<file path="src/rtl/fruit_motion.sv">
// ----------------------------------------------------------------------------
// fruit_motion
//
// Motion controller for a single thrown fruit sprite. A fruit is launched from
// the bottom of the screen with a starting horizontal and vertical velocity.
// It then flies under constant gravity, bounces off the left and right walls,
// and clamps at the top edge. The flight ends in one of two ways:
//   - the fruit falls back to the bottom edge unsliced, which pulses 'missed'
//   - a slice is detected, which pulses 'sliced' and freezes the sprite for
//     HOLD_FRAMES frames before it disappears
// Position updates happen once per video frame, on the rising edge of the
// vsync-derived frame strobe after it has been sampled into the Clk domain.
//
// Ports
//   Clk          system clock, all state changes on its rising edge
//   Reset_n      asynchronous active-low reset
//   frame_clk    frame strobe, sampled on Clk and edge-detected
//   launch       level request to throw a new fruit (honoured only when idle)
//   launch_x     starting left edge, clamped to SCREEN_W-SIZE
//   launch_vx    signed starting horizontal velocity (pixels/frame)
//   launch_vy    signed starting vertical velocity (negative is upward)
//   slice_hit    a slice touched this fruit
//   FruitX       fruit left edge for the color mapper
//   FruitY       fruit top edge for the color mapper
//   Fruit_size   SIZE while the fruit is drawn, 0 when idle
//   busy         high whenever a fruit is flying or being held after a slice
//   sliced       one-Clk pulse when a slice is accepted
//   missed       one-Clk pulse when the fruit drops out unsliced
// ----------------------------------------------------------------------------
module fruit_motion #(
    parameter int SCREEN_W    = 640,
    parameter int SCREEN_H    = 480,
    parameter int SIZE        = 32,
    parameter int GRAVITY     = 1,
    parameter int HOLD_FRAMES = 8
) (
    input  logic       Clk,
    input  logic       Reset_n,
    input  logic       frame_clk,
    input  logic       launch,
    input  logic [9:0] launch_x,
    input  logic [5:0] launch_vx,
    input  logic [5:0] launch_vy,
    input  logic       slice_hit,
    output logic [9:0] FruitX,
    output logic [9:0] FruitY,
    output logic [9:0] Fruit_size,
    output logic       busy,
    output logic       sliced,
    output logic       missed
);

    localparam int HOLD_W = (HOLD_FRAMES > 1) ? $clog2(HOLD_FRAMES) : 1;

    localparam logic [9:0]          X_MAX      = 10'(SCREEN_W - SIZE);
    localparam logic [9:0]          Y_BOTTOM   = 10'(SCREEN_H - SIZE);
    localparam logic [9:0]          SIZE_PX    = 10'(SIZE);
    localparam logic signed [11:0]  X_MAX_S    = 12'(SCREEN_W - SIZE);
    localparam logic signed [11:0]  Y_BOTTOM_S = 12'(SCREEN_H - SIZE);
    localparam logic signed [11:0]  VY_CAP     = 12'sd31;
    localparam logic signed [11:0]  GRAVITY_S  = 12'(GRAVITY);
    localparam logic [HOLD_W-1:0]   HOLD_LAST  = HOLD_W'(HOLD_FRAMES - 1);

    typedef enum logic [1:0] {
        IDLE   = 2'd0,
        FLIGHT = 2'd1,
        SLICED = 2'd2
    } state_t;

    state_t               state_q, state_d;
    logic                 frameSync_q, frameDly_q;
    logic                 frameTick;
    logic [9:0]           posX_q, posX_d;
    logic [9:0]           posY_q, posY_d;
    logic signed [5:0]    velX_q, velX_d;
    logic signed [5:0]    velY_q, velY_d;
    logic [HOLD_W-1:0]    holdCnt_q, holdCnt_d;
    logic [9:0]           size_q, size_d;
    logic                 busy_q, busy_d;
    logic                 sliced_q, sliced_d;
    logic                 missed_q, missed_d;

    logic signed [11:0]   curX, curY, velX12, velY12;
    logic signed [11:0]   nextX, nextY, nextVy;
    logic signed [5:0]    cappedVy;

    // The frame strobe comes from the video timing and is not aligned to Clk.
    // It is captured once, and a second register holds the previous sample so
    // that a rising edge of the captured strobe yields exactly one Clk of tick.
    always_ff @(posedge Clk or negedge Reset_n) begin
        if (!Reset_n) begin
            frameSync_q <= 1'b0;
            frameDly_q  <= 1'b0;
        end else begin
            frameSync_q <= frame_clk;
            frameDly_q  <= frameSync_q;
        end
    end

    assign frameTick = frameSync_q & ~frameDly_q;

    // Candidate next position and velocity, worked out in 12-bit signed so
    // that moves past the left/top edge show up as negative values instead of
    // wrapping around. Vertical velocity saturates at +31 so the 6-bit
    // register never overflows while the fruit keeps accelerating downward.
    assign curX     = $signed({2'b00, posX_q});
    assign curY     = $signed({2'b00, posY_q});
    assign velX12   = {{6{velX_q[5]}}, velX_q};
    assign velY12   = {{6{velY_q[5]}}, velY_q};
    assign nextX    = curX + velX12;
    assign nextY    = curY + velY12;
    assign nextVy   = velY12 + GRAVITY_S;
    assign cappedVy = (nextVy > VY_CAP) ? 6'sd31 : nextVy[5:0];

    // Next-state and datapath logic. A slice always wins over a frame tick in
    // the same cycle, so a sliced fruit is frozen where it was last drawn and
    // can never also be reported as missed. The wall bounce reflects the
    // horizontal velocity; the top edge only clamps position, gravity keeps
    // working so the fruit falls back down naturally.
    always_comb begin
        state_d   = state_q;
        posX_d    = posX_q;
        posY_d    = posY_q;
        velX_d    = velX_q;
        velY_d    = velY_q;
        holdCnt_d = holdCnt_q;
        sliced_d  = 1'b0;
        missed_d  = 1'b0;

        case (state_q)
            IDLE: begin
                if (launch) begin
                    posX_d  = (launch_x > X_MAX) ? X_MAX : launch_x;
                    posY_d  = Y_BOTTOM;
                    velX_d  = launch_vx;
                    velY_d  = launch_vy;
                    state_d = FLIGHT;
                end
            end

            FLIGHT: begin
                if (slice_hit) begin
                    sliced_d  = 1'b1;
                    holdCnt_d = '0;
                    state_d   = SLICED;
                end else if (frameTick) begin
                    if (nextX < 12'sd0) begin
                        posX_d = 10'd0;
                        velX_d = -velX_q;
                    end else if (nextX > X_MAX_S) begin
                        posX_d = X_MAX;
                        velX_d = -velX_q;
                    end else begin
                        posX_d = nextX[9:0];
                    end

                    if (nextY < 12'sd0) begin
                        posY_d = 10'd0;
                    end else begin
                        posY_d = nextY[9:0];
                    end

                    velY_d = cappedVy;

                    // Only a fruit that is already falling can leave through
                    // the bottom; the launch point itself sits on that line.
                    if ((velY_q > 6'sd0) && (nextY >= Y_BOTTOM_S)) begin
                        missed_d = 1'b1;
                        state_d  = IDLE;
                    end
                end
            end

            SLICED: begin
                if (frameTick) begin
                    if (holdCnt_q == HOLD_LAST) begin
                        holdCnt_d = '0;
                        state_d   = IDLE;
                    end else begin
                        holdCnt_d = holdCnt_q + HOLD_W'(1);
                    end
                end
            end

            default: begin
                state_d = IDLE;
            end
        endcase
    end

    assign busy_d = (state_d != IDLE);
    assign size_d = (state_d != IDLE) ? SIZE_PX : 10'd0;

    // State, motion registers and the registered outputs. Reset abandons any
    // fruit in flight silently: no pulse is produced and the sprite vanishes.
    always_ff @(posedge Clk or negedge Reset_n) begin
        if (!Reset_n) begin
            state_q   <= IDLE;
            posX_q    <= 10'd0;
            posY_q    <= Y_BOTTOM;
            velX_q    <= 6'sd0;
            velY_q    <= 6'sd0;
            holdCnt_q <= '0;
            size_q    <= 10'd0;
            busy_q    <= 1'b0;
            sliced_q  <= 1'b0;
            missed_q  <= 1'b0;
        end else begin
            state_q   <= state_d;
            posX_q    <= posX_d;
            posY_q    <= posY_d;
            velX_q    <= velX_d;
            velY_q    <= velY_d;
            holdCnt_q <= holdCnt_d;
            size_q    <= size_d;
            busy_q    <= busy_d;
            sliced_q  <= sliced_d;
            missed_q  <= missed_d;
        end
    end

    assign FruitX     = posX_q;
    assign FruitY     = posY_q;
    assign Fruit_size = size_q;
    assign busy       = busy_q;
    assign sliced     = sliced_q;
    assign missed     = missed_q;

endmodule

</file>
<file path="config.mk">
export PLATFORM = sky130hd
export DESIGN_NAME = fruit_motion
export DESIGN_NICKNAME = d
export VERILOG_FILES = /design/src/rtl/fruit_motion.sv
export SDC_FILE = /design/constraint.sdc
export NUM_CORES = 1
export LEC_CHECK = 0
export CORE_AREA = 8 8 89 106
export DETAILED_ROUTE_END_ITERATION = 16
export DIE_AREA = 0 0 97 114
export GPL_ROUTABILITY_DRIVEN = 0
export GPL_TIMING_DRIVEN = 0
export PLACE_DENSITY = 0.77
export SLEW_MARGIN = 40
export SYNTH_ARGS = -nofsm -noshare
export SYNTH_HDL_FRONTEND = slang
export SYNTH_SLANG_ARGS = --single-unit
export TNS_END_PERCENT = 50
</file>
<file path="constraint.sdc">
create_clock -name Clk -period 5.7 [get_ports Clk]
set_clock_uncertainty 0.15 [all_clocks]
set_input_delay 0.855 -clock Clk [delete_from_list [all_inputs] [get_ports Clk]]
set_output_delay 0.855 -clock Clk [all_outputs]
set_load 0.01 [all_outputs]
</file>
* Yosys cells after proc, flatten, opt, wreduce, memory -nomap -nowiden
Index checks and enable logic that the tools add are counted.
W data, S select, Z words.
** Operators by class
- $add $sub $neg :: 5
- Order comparisons :: 7
- Equality and inequality tests :: 9
- Muxes and demuxes :: 41
- Bitwise operators :: 2
- Reductions and logical operators :: 8
** Operators by type and width (number)
- $mux W10 :: 10
- $mux W6 :: 10
- $pmux W10 S2 :: 2
- $add A11 B6 Y12 :: 2
- $lt A12 B1 Y1 const B :: 2
- $pmux W6 S2 :: 2
- $ge A12 B10 Y1 const B :: 1
- $gt A12 B11 Y1 const B :: 1
- $mux W2 :: 6
- $gt A10 B10 Y1 const B :: 1
- $ne A2 B2 Y1 const B :: 5
- $mux W3 :: 3
- $add A6 B2 Y7 const B :: 1
- $gt A7 B6 Y1 const B :: 1
- $gt A6 B1 Y1 const B :: 1
- $mux W1 :: 6
- $neg A6 Y6 :: 1
- $pmux W2 S3 :: 1
- $pmux W3 S2 :: 1
- $reduce_bool A2 Y1 :: 3
- $reduce_and A5 Y1 :: 1
- $reduce_and A4 Y1 :: 1
- $add A3 B1 Y3 const B :: 1
- $eq A3 B3 Y1 const B :: 1
- 8 further kinds :: 8
** Storage, ports and cells
- Bits in registers :: 48
- Input port bits :: 27
- Output and inout bits :: 33
- Logic and storage cells :: 84

* Logic depth before layout (Yosys ltp)
Gate-level depths: netlist (run 1).
- Depth in word-level cells :: 9
- Gate-level depth with buffers :: 10
- Depth with buffers taken out :: 10

* Worst setup path before layout (run 1)
Ideal clock, no wire load.
- Path type :: reg2reg
- From :: register velX_q[5]
- To :: register posX_q[0], in the netlist FruitX[0]
- Library setup time :: 120 ps
- Arrival time :: 2681 ps
- Data required time :: 5430 ps
- Path slack :: 2749 ps
- Cell stages (with the launch flop) :: 10
- Buffers on the path :: 1
- Period minus slack after synthesis :: 2951 ps
- Cell sequence :: dfrtp_1 ha_1 a21oi_2 o311ai_4 and4b_1 or4_1 clkbuf_1 a31oi_4 nor2_2 a31o_2
** Between the ends
- Longest elaborated chain between the ends :: 7
- Elaborated cells between the ends (all ways) :: 8
- Classes of those cells :: 1 x add/sub; 2 x order compare; 5 x mux
** RTL lines
- from (decl) :: line 75 : logic signed [5:0] velX_q, velX_d;
- from (signal assigned) :: line 212 : velX_q <= velX_d;
- $add A11 B6 Y12 * :: line 110 : assign nextX = curX + velX12;
- $gt A12 B11 Y1 :: line 150 : end else if (nextX > X_MAX_S) begin
- $mux W10 :: line 150
- $mux W10 * :: line 147 : if (nextX < 12'sd0) begin
- $mux W10 * :: line 146 : end else if (frameTick) begin
- $mux W10 * :: line 142 : if (slice_hit) begin
- $pmux W10 S2 * :: line 130 : case (state_q)
- to (signal assigned) :: line 210 : posX_q <= posX_d;
- to (decl) :: line 73 : logic [9:0] posX_q, posX_d;
Every way passes the cells marked *; elsewhere a longest branch is shown, timed or not. The select of a mux whose other input is x is not followed.
A chain may end at the register's enable or synchronous reset.

* Worst setup path after layout (run 1)
- From :: register velX_q[0]
- To :: register velX_q[1]
** Between the ends
- Longest elaborated chain between the ends :: 6
- Elaborated cells between the ends (all ways) :: 11
- Classes of those cells :: 2 x add/sub; 2 x order compare; 1 x eq/ne; 5 x mux; 1 x reduce/logical
** RTL lines (line)
- $add A11 B6 Y12 or $neg A6 Y6 (tied branches) :: 110, 149, 152
- $lt A12 B1 Y1 or $mux W6 (tied branches) :: 147, 150
- $mux W6 :: 147
- $mux W6 :: 146
- $mux W6 :: 142
- $pmux W6 S2 :: 130
Parallel ways exist; a longest one is shown, timed or not. The select of a mux whose other input is x is not followed.

==> results by group, run 1 <==
Outcome
  • Status: finished, final reports clean

Critical path
  • Type of origin of the critical path: register
  • CP max FO: 6
  • Worst path buffer plus inverter count: 0
  • Delay-heaviest family, CP: compound AO/OA/AOI/OAI gates
  • Crit end category: register
  • WP data arrival: 3530 ps
  • Critical Path RT: 5780 ps
  • Crit-path cells: ha_1, fa_1, a211oi_1, nor2_1, xor2_1, o311ai_1, a31oi_4, o21ai_2, mux2i_1
  • Worst setup path class: register to register
  • CP peak stage delay: 560 ps
  • Slowest CP cell: o311ai_1

Cells and area
  • Fin area: 0.004115 mm2
  • Fillers: 712
  • Area growth, synth to finish: 21.86%
  • Nets: 510
  • Share of layout cells above drive strength 1: 8.811%
  • Ant. Diodes: 0
  • Most frequent cells in the layout: clkdlybuf4s50_1 (49), dfrtp_1 (39), a21oi_1 (33)
  • Commonest non-fill, non-tap cell in the layout: clkdlybuf4s50_1

Global route
  • GRT Util Overall: 16.67%
  • Pin count of the biggest net entering global routing: 43
  • Vias in the first global route: 3252
  • Initial antenna violation count: 0
  • First-pass GRT wire length: 15410 um
  • Total congestion overflow: 0

Hold path
  • Kind of path behind the tightest hold check: register to register

Timing
  • Sum of negative setup slack: 0 ps
  • Minimum clock period: 3451 ps
  • Final Hold Fails: 0
  • # setup viols final: 0
  • Relative slew slack: 52.75%
  • Worst slew pin tran: 703.3 ps
  • Max Transition Viols Final: 0
  • RSZ-0062 raised after global routing: false
  • Achievable Freq: 0.2897 GHz
  • Fin crit share: 60.55%

Clock network
  • Setup bufs post-CTS: 0
  • Root buffer cell: clkbuf_8
  • Num CTS Buffers: 5
  • Post-CTS Resized: 0
  • Reg clk slew, reported paths: 90 ps
  • Clock Latency Late Sink: 310 ps
  • Htree depth: 2
  • Clock Tree Buf Depth: 2
  • CTS tree: done
  • Hold_buf cts: 0
  • CTS sink count: 42

Logic synthesis
  • Post-synth top area share: 28.90%
  • Yosys cell types: 68
  • Yosys reg bits: 42
  • Synth area leaders: dfrtp_1 (29%), ha_1 (10%), a21oi_1 (4.9%)
  • Ys async rst share: 100.0%
  • Number of flops mapped to enable cells by yosys: 0
  • Synthesis Warnings: 0
  • Syn Std Cell Area: 0.003377 mm2
  • Seq/Total Area, Yosys: 31.23%
  • Ys flop type: dfrtp_1
  • Synth Area per Inst: 8.704 um2
  • Cell count after synthesis: 388
  • Leading area contributor after synthesis: dfrtp_1

Placement
  • IO buf count: 50
  • Dpl cell area: 0.004020 mm2
  • Dpl hpwl: 7177 um

Pwr
  • Peak supply drop: 0.0003296 V
  • Leak: 1.755 nW
  • PwrDens: 623.6 mW/mm2
  • Final Total Pwr: 2.566 mW

Die
  • IO Count: 60
  • Core Area: 0.007664 mm2
  • FP Rows: 35
  • Die Y: 114 um
  • DIE AREA: 0.01106 mm2
  • Initial Utilization: 44.07%
  • Chip Width: 97 um

Flow run
  • Max Cap Viol: 0

Detailed routing
  • Wire per inst: 16.82 um
  • First-pass iteration count of the detailed router: 4
  • # DRC: 0
  • Routed Antenna Nets: 0
  • Via/cell ratio: 5.821
  • Final WL: 9185 um
  • Vias: 3178
  • Initial DRC count: 122
## layer usage
layer / track usage, % / part of all wire (%) / vias to the layer above
li1: - / - / 1560
met1: 18.15 / 42 / 1544
met2: 30.92 / 53 / 63
met3: 3.688 / 4.2 / 11
met4: 5.755 / 1.2 / 0
met5: 0 / 0 / -
## path summary, 6_finish.rpt
path                                   from            to  slack (ps)  depth (start not counted)
worst max-delay path              velX_q[0]     velX_q[1]        2250                          9
worst min-delay path            frameSync_q    frameDly_q         290                          0
worst max register to register    velX_q[0]     velX_q[1]        2250                          9
worst min register to register  frameSync_q    frameDly_q         290                          0
max in group asynchronous           Reset_n  holdCnt_q[1]        4640                          1
min in group asynchronous           Reset_n     FruitY[1]         380                          1
## cells by family after synthesis
kind of cell,Yosys count,share of synthesized area [%]
compound gates,137,28.49
simple gates,119,17.71
flops,42,31.23
buf+inv,38,5.335
fa+ha+maj,30,11.56
xor+xnor,18,4.668
mux,3,0.8893
other cells,1,0.1110
## where the power goes
part	switching, mW	internal [mW]
clock network	0.112	0.0975
registers	0.144	0.424
logic	1.03	0.763
total	1.28	1.29
## layout make-up
| class | instances | area (um2) | area share (%) |
|---|---|---|---|
| Multi-Input combinational cell | 316 | 2172 | 52.78 |
| Timing Repair Buffer | 50 | 498.0 | 12.10 |
| Tap cell | 92 | 115.1 | 2.797 |
| Inverter | 18 | 67.56 | 1.642 |
| Clock inverter | 2 | 12.51 | 0.3040 |
| Clock buffer | 6 | 82.58 | 2.007 |
| Buffer | 20 | 112.6 | 2.736 |
| Sequential cell | 42 | 1055 | 25.63 |
## per-stage QoR
step | setup WS [ps] | hold slack (ps) | util [%] | instances
final | 2249 | 290.8 | 53.70 | 546
after global routing | 2042 | 297.7 | 53.70 | 546
after CTS | 2312 | 292.8 | 53.70 | 546
after detailed placement | 2352 | 273.3 | 52.46 | 538
after global placement | 2392 | 265.0 | 52.49 | 538
after floorplan | 2749 | 217.7 | - | 396
## cell usage after synthesis, drive strengths merged (8+ instances only)
library cell	instances
xor2	13
o21ai	29
buf	10
ha	28
nor2	29
a22o	10
nand2	31
a21oi	34
a31o	8
nor3	16
dfrtp	39
clkbuf	10
inv	18
## sequential cells by signal, summed over array words and instances, names as in the netlist
register	flops
Fruit_size	1
missed	1
state_q	2
sliced	1
frameDly_q	1
velX_q	6
FruitY	10
velY_q	6
holdCnt_q	3
FruitX	10
frameSync_q	1
Power figures use the tool's default switching activity.
==> inputs of run 2 (changes only) <==
Clock period 5.7 ns to 3.3 ns, I/O delays scaled along.
==> run 2 against run 1 <==
Effect of this change:
- combinational power is 78% higher
- core utilization is 0.64 points higher
- routed wire length is 0.66% higher
- via count is 0.16% lower
- register-to-register slack worse by 2100 ps
- critical endpoint is now FruitX[1]
==> results by group, run 2 (synthesized netlist as in run 1, its figures left out) <==
Cells and area
  • Share of layout cells above drive strength 1: 10.35% (+1.5 points)
  • Area growth, synth to finish: 23.30%
  • Ant. Diodes: 0 (unchanged)
  • Fillers: 707 (-0.70%)
  • Finished Core Util: 54.33% (+0.64 points)
  • Most frequent cells in the layout: clkdlybuf4s50_1 (49), dfrtp_1 (38), a21oi_1 (33)
  • Nets: 510 (unchanged)
  • Commonest non-fill, non-tap cell in the layout: clkdlybuf4s50_1

Die
  • Core Area: 0.007664 mm2 (unchanged)
  • FP Rows: 35 (unchanged)
  • Die Y: 114 um (unchanged)
  • Initial Utilization: 44.07% (unchanged)
  • Chip Width: 97 um (unchanged)
  • DIE AREA: 0.01106 mm2 (unchanged)
  • IO Count: 60 (unchanged)

Critical path
  • Worst-case reg-to-reg path depth: 9 (unchanged)
  • Reg-to-reg slack, setup: 150 ps (-2100 ps)
  • Reg-to-reg critical path endpoint: FruitX[1]
  • CP max FO: 13 (+7)
  • Crit end category: register
  • Reg-to-reg startpoint: velX_q[5]
  • WP data arrival: 3200 ps (-330 ps)
  • Type of origin of the critical path: register
  • Critical Path RT: 3350 ps (-2430 ps)
  • Worst setup path class: register to register

Timing
  • Worst slew pin tran: 699.7 ps (-3.601 ps)
  • RSZ-0062 raised after global routing: false
  • PnR worst setup slack: 153.4 ps (-2095 ps)
  • Minimum clock period: 3147 ps (-304.8 ps)
  • Final Hold Fails: 0 (unchanged)
  • # setup viols final: 0 (unchanged)
  • Relative slew slack: 52.99% (+0.24 points)
  • Fin crit share: 95.35% (+35 points)
  • Max Transition Viols Final: 0 (unchanged)
  • Achievable Freq: 0.3178 GHz (+9.7%)
  • Hold slack: 20.61 ps (-270.2 ps)

Placement
  • Post-Place Worst Slack: -47.58 ps (-2400 ps)
  • Dpl hpwl: 7177 um (unchanged)
  • IO buf count: 50 (unchanged)

Pwr
  • Peak supply drop: 0.0005352 V (+62%)
  • Final Total Pwr: 4.539 mW (+77%)
  • Leak: 1.761 nW (+0.34%)
  • PwrDens: 1090 mW/mm2 (+75%)

Detailed routing
  • Initial DRC count: 127 (+4.1%)
  • Final WL: 9246 um (+0.66%)
  • Via/cell ratio: 5.811 (-0.16%)
  • First-pass iteration count of the detailed router: 5 (+1)
  • Vias: 3173 (-0.16%)
  • Wire per inst: 16.93 um (+0.66%)
  • # DRC: 0 (unchanged)
  • Routed Antenna Nets: 0 (unchanged)

Global route
  • Pin count of the biggest net entering global routing: 43 (unchanged)
  • Vias in the first global route: 3252 (unchanged)
  • Initial antenna violation count: 0 (unchanged)
  • Global-route met3 utilization: 3.688% (unchanged)
  • Grt peak-use layer: met2
  • GRT met2 Usage: 30.92% (unchanged)
  • Met1 usage: 18.15% (unchanged)
  • GRT Util Overall: 16.67% (unchanged)
  • Total congestion overflow: 0 (unchanged)
  • First-pass GRT wire length: 15410 um (unchanged)

Clock network
  • Post-CTS Resized: 2 (+2)
  • CTS tree: done
  • Htree depth: 2 (unchanged)
  • Clock Latency Late Sink: 310 ps (about the same)
  • Clock Tree Buf Depth: 2 (unchanged)
  • Setup bufs post-CTS: 0 (unchanged)
  • Reg clk slew, reported paths: 90 ps (about the same)
  • CTS sink count: 42 (unchanged)
  • Num CTS Buffers: 5 (unchanged)
  • Hold_buf cts: 0 (unchanged)
  • Root buffer cell: clkbuf_8

Flow run
  • Max Cap Viol: 0 (unchanged)

Outcome
  • Status: finished, final reports clean

Hold path
  • Kind of path behind the tightest hold check: input pin to async pin
==> run 2: worst max path at each step <==
stage | from | end | cells after the start
6_report | velX_q[5] | FruitX[1] | 9
5_1_grt | velX_q[5] | FruitX[0] | 9
4_1_cts | velX_q[0] | FruitX[1] | 9
3_5_place_dp | FruitX[0] | velX_q[1] | 9
3_3_place_gp | velX_q[5] | FruitX[1] | 9
2_1_floorplan | velX_q[5] | FruitX[0] | 9
==> run 2: where the power goes <==
group | switching, mW | internal (mW) | leakage [nW]
Clock | 0.197 | 0.168 | 0.0472
Combinational | 1.82 | 1.37 | 1.19
Sequential | 0.249 | 0.734 | 0.522
Total | 2.27 | 2.27 | 1.76
==> run 2: stage by stage <==
stage          std cells  TNS, ps  instance area [um2]
2_1_floorplan        396        0                 3407
3_3_place_gp         538   -8.839                 4023
3_5_place_dp         538   -131.6                 4020
4_1_cts              546        0                 4124
5_1_grt              546        0                 4164
6_report             546        0                 4164
==> run 2: cell type report <==
type | count | area, um2 | share of cell area [%]
multi-input combinational | 316 | 2220 | 53.31
sequential | 42 | 1056 | 25.36
inverter | 18 | 67.56 | 1.623
buffer | 20 | 112.6 | 2.704
clock inverter | 2 | 12.51 | 0.3005
clock buffer | 6 | 82.58 | 1.983
timing repair buffer | 50 | 498.0 | 11.96
tap | 92 | 115.1 | 2.764
==> run 2: per-layer routing <==
metal	share of wire, %	vias up
met4	1.7	0
met5	0	-
li1	-	1555
met1	41	1511
met2	52	92
met3	5.2	15
==> run 2: worst max-delay path: stages (launching register included) <==
cell and delay (ps):
dfrtp_2 520, ha_2 390, a21oi_4 260, o311ai_4 150, and4b_1 220, or4_1 490
clkbuf_1 190, a31oi_4 290, nor2_2 120, a31o_2 260
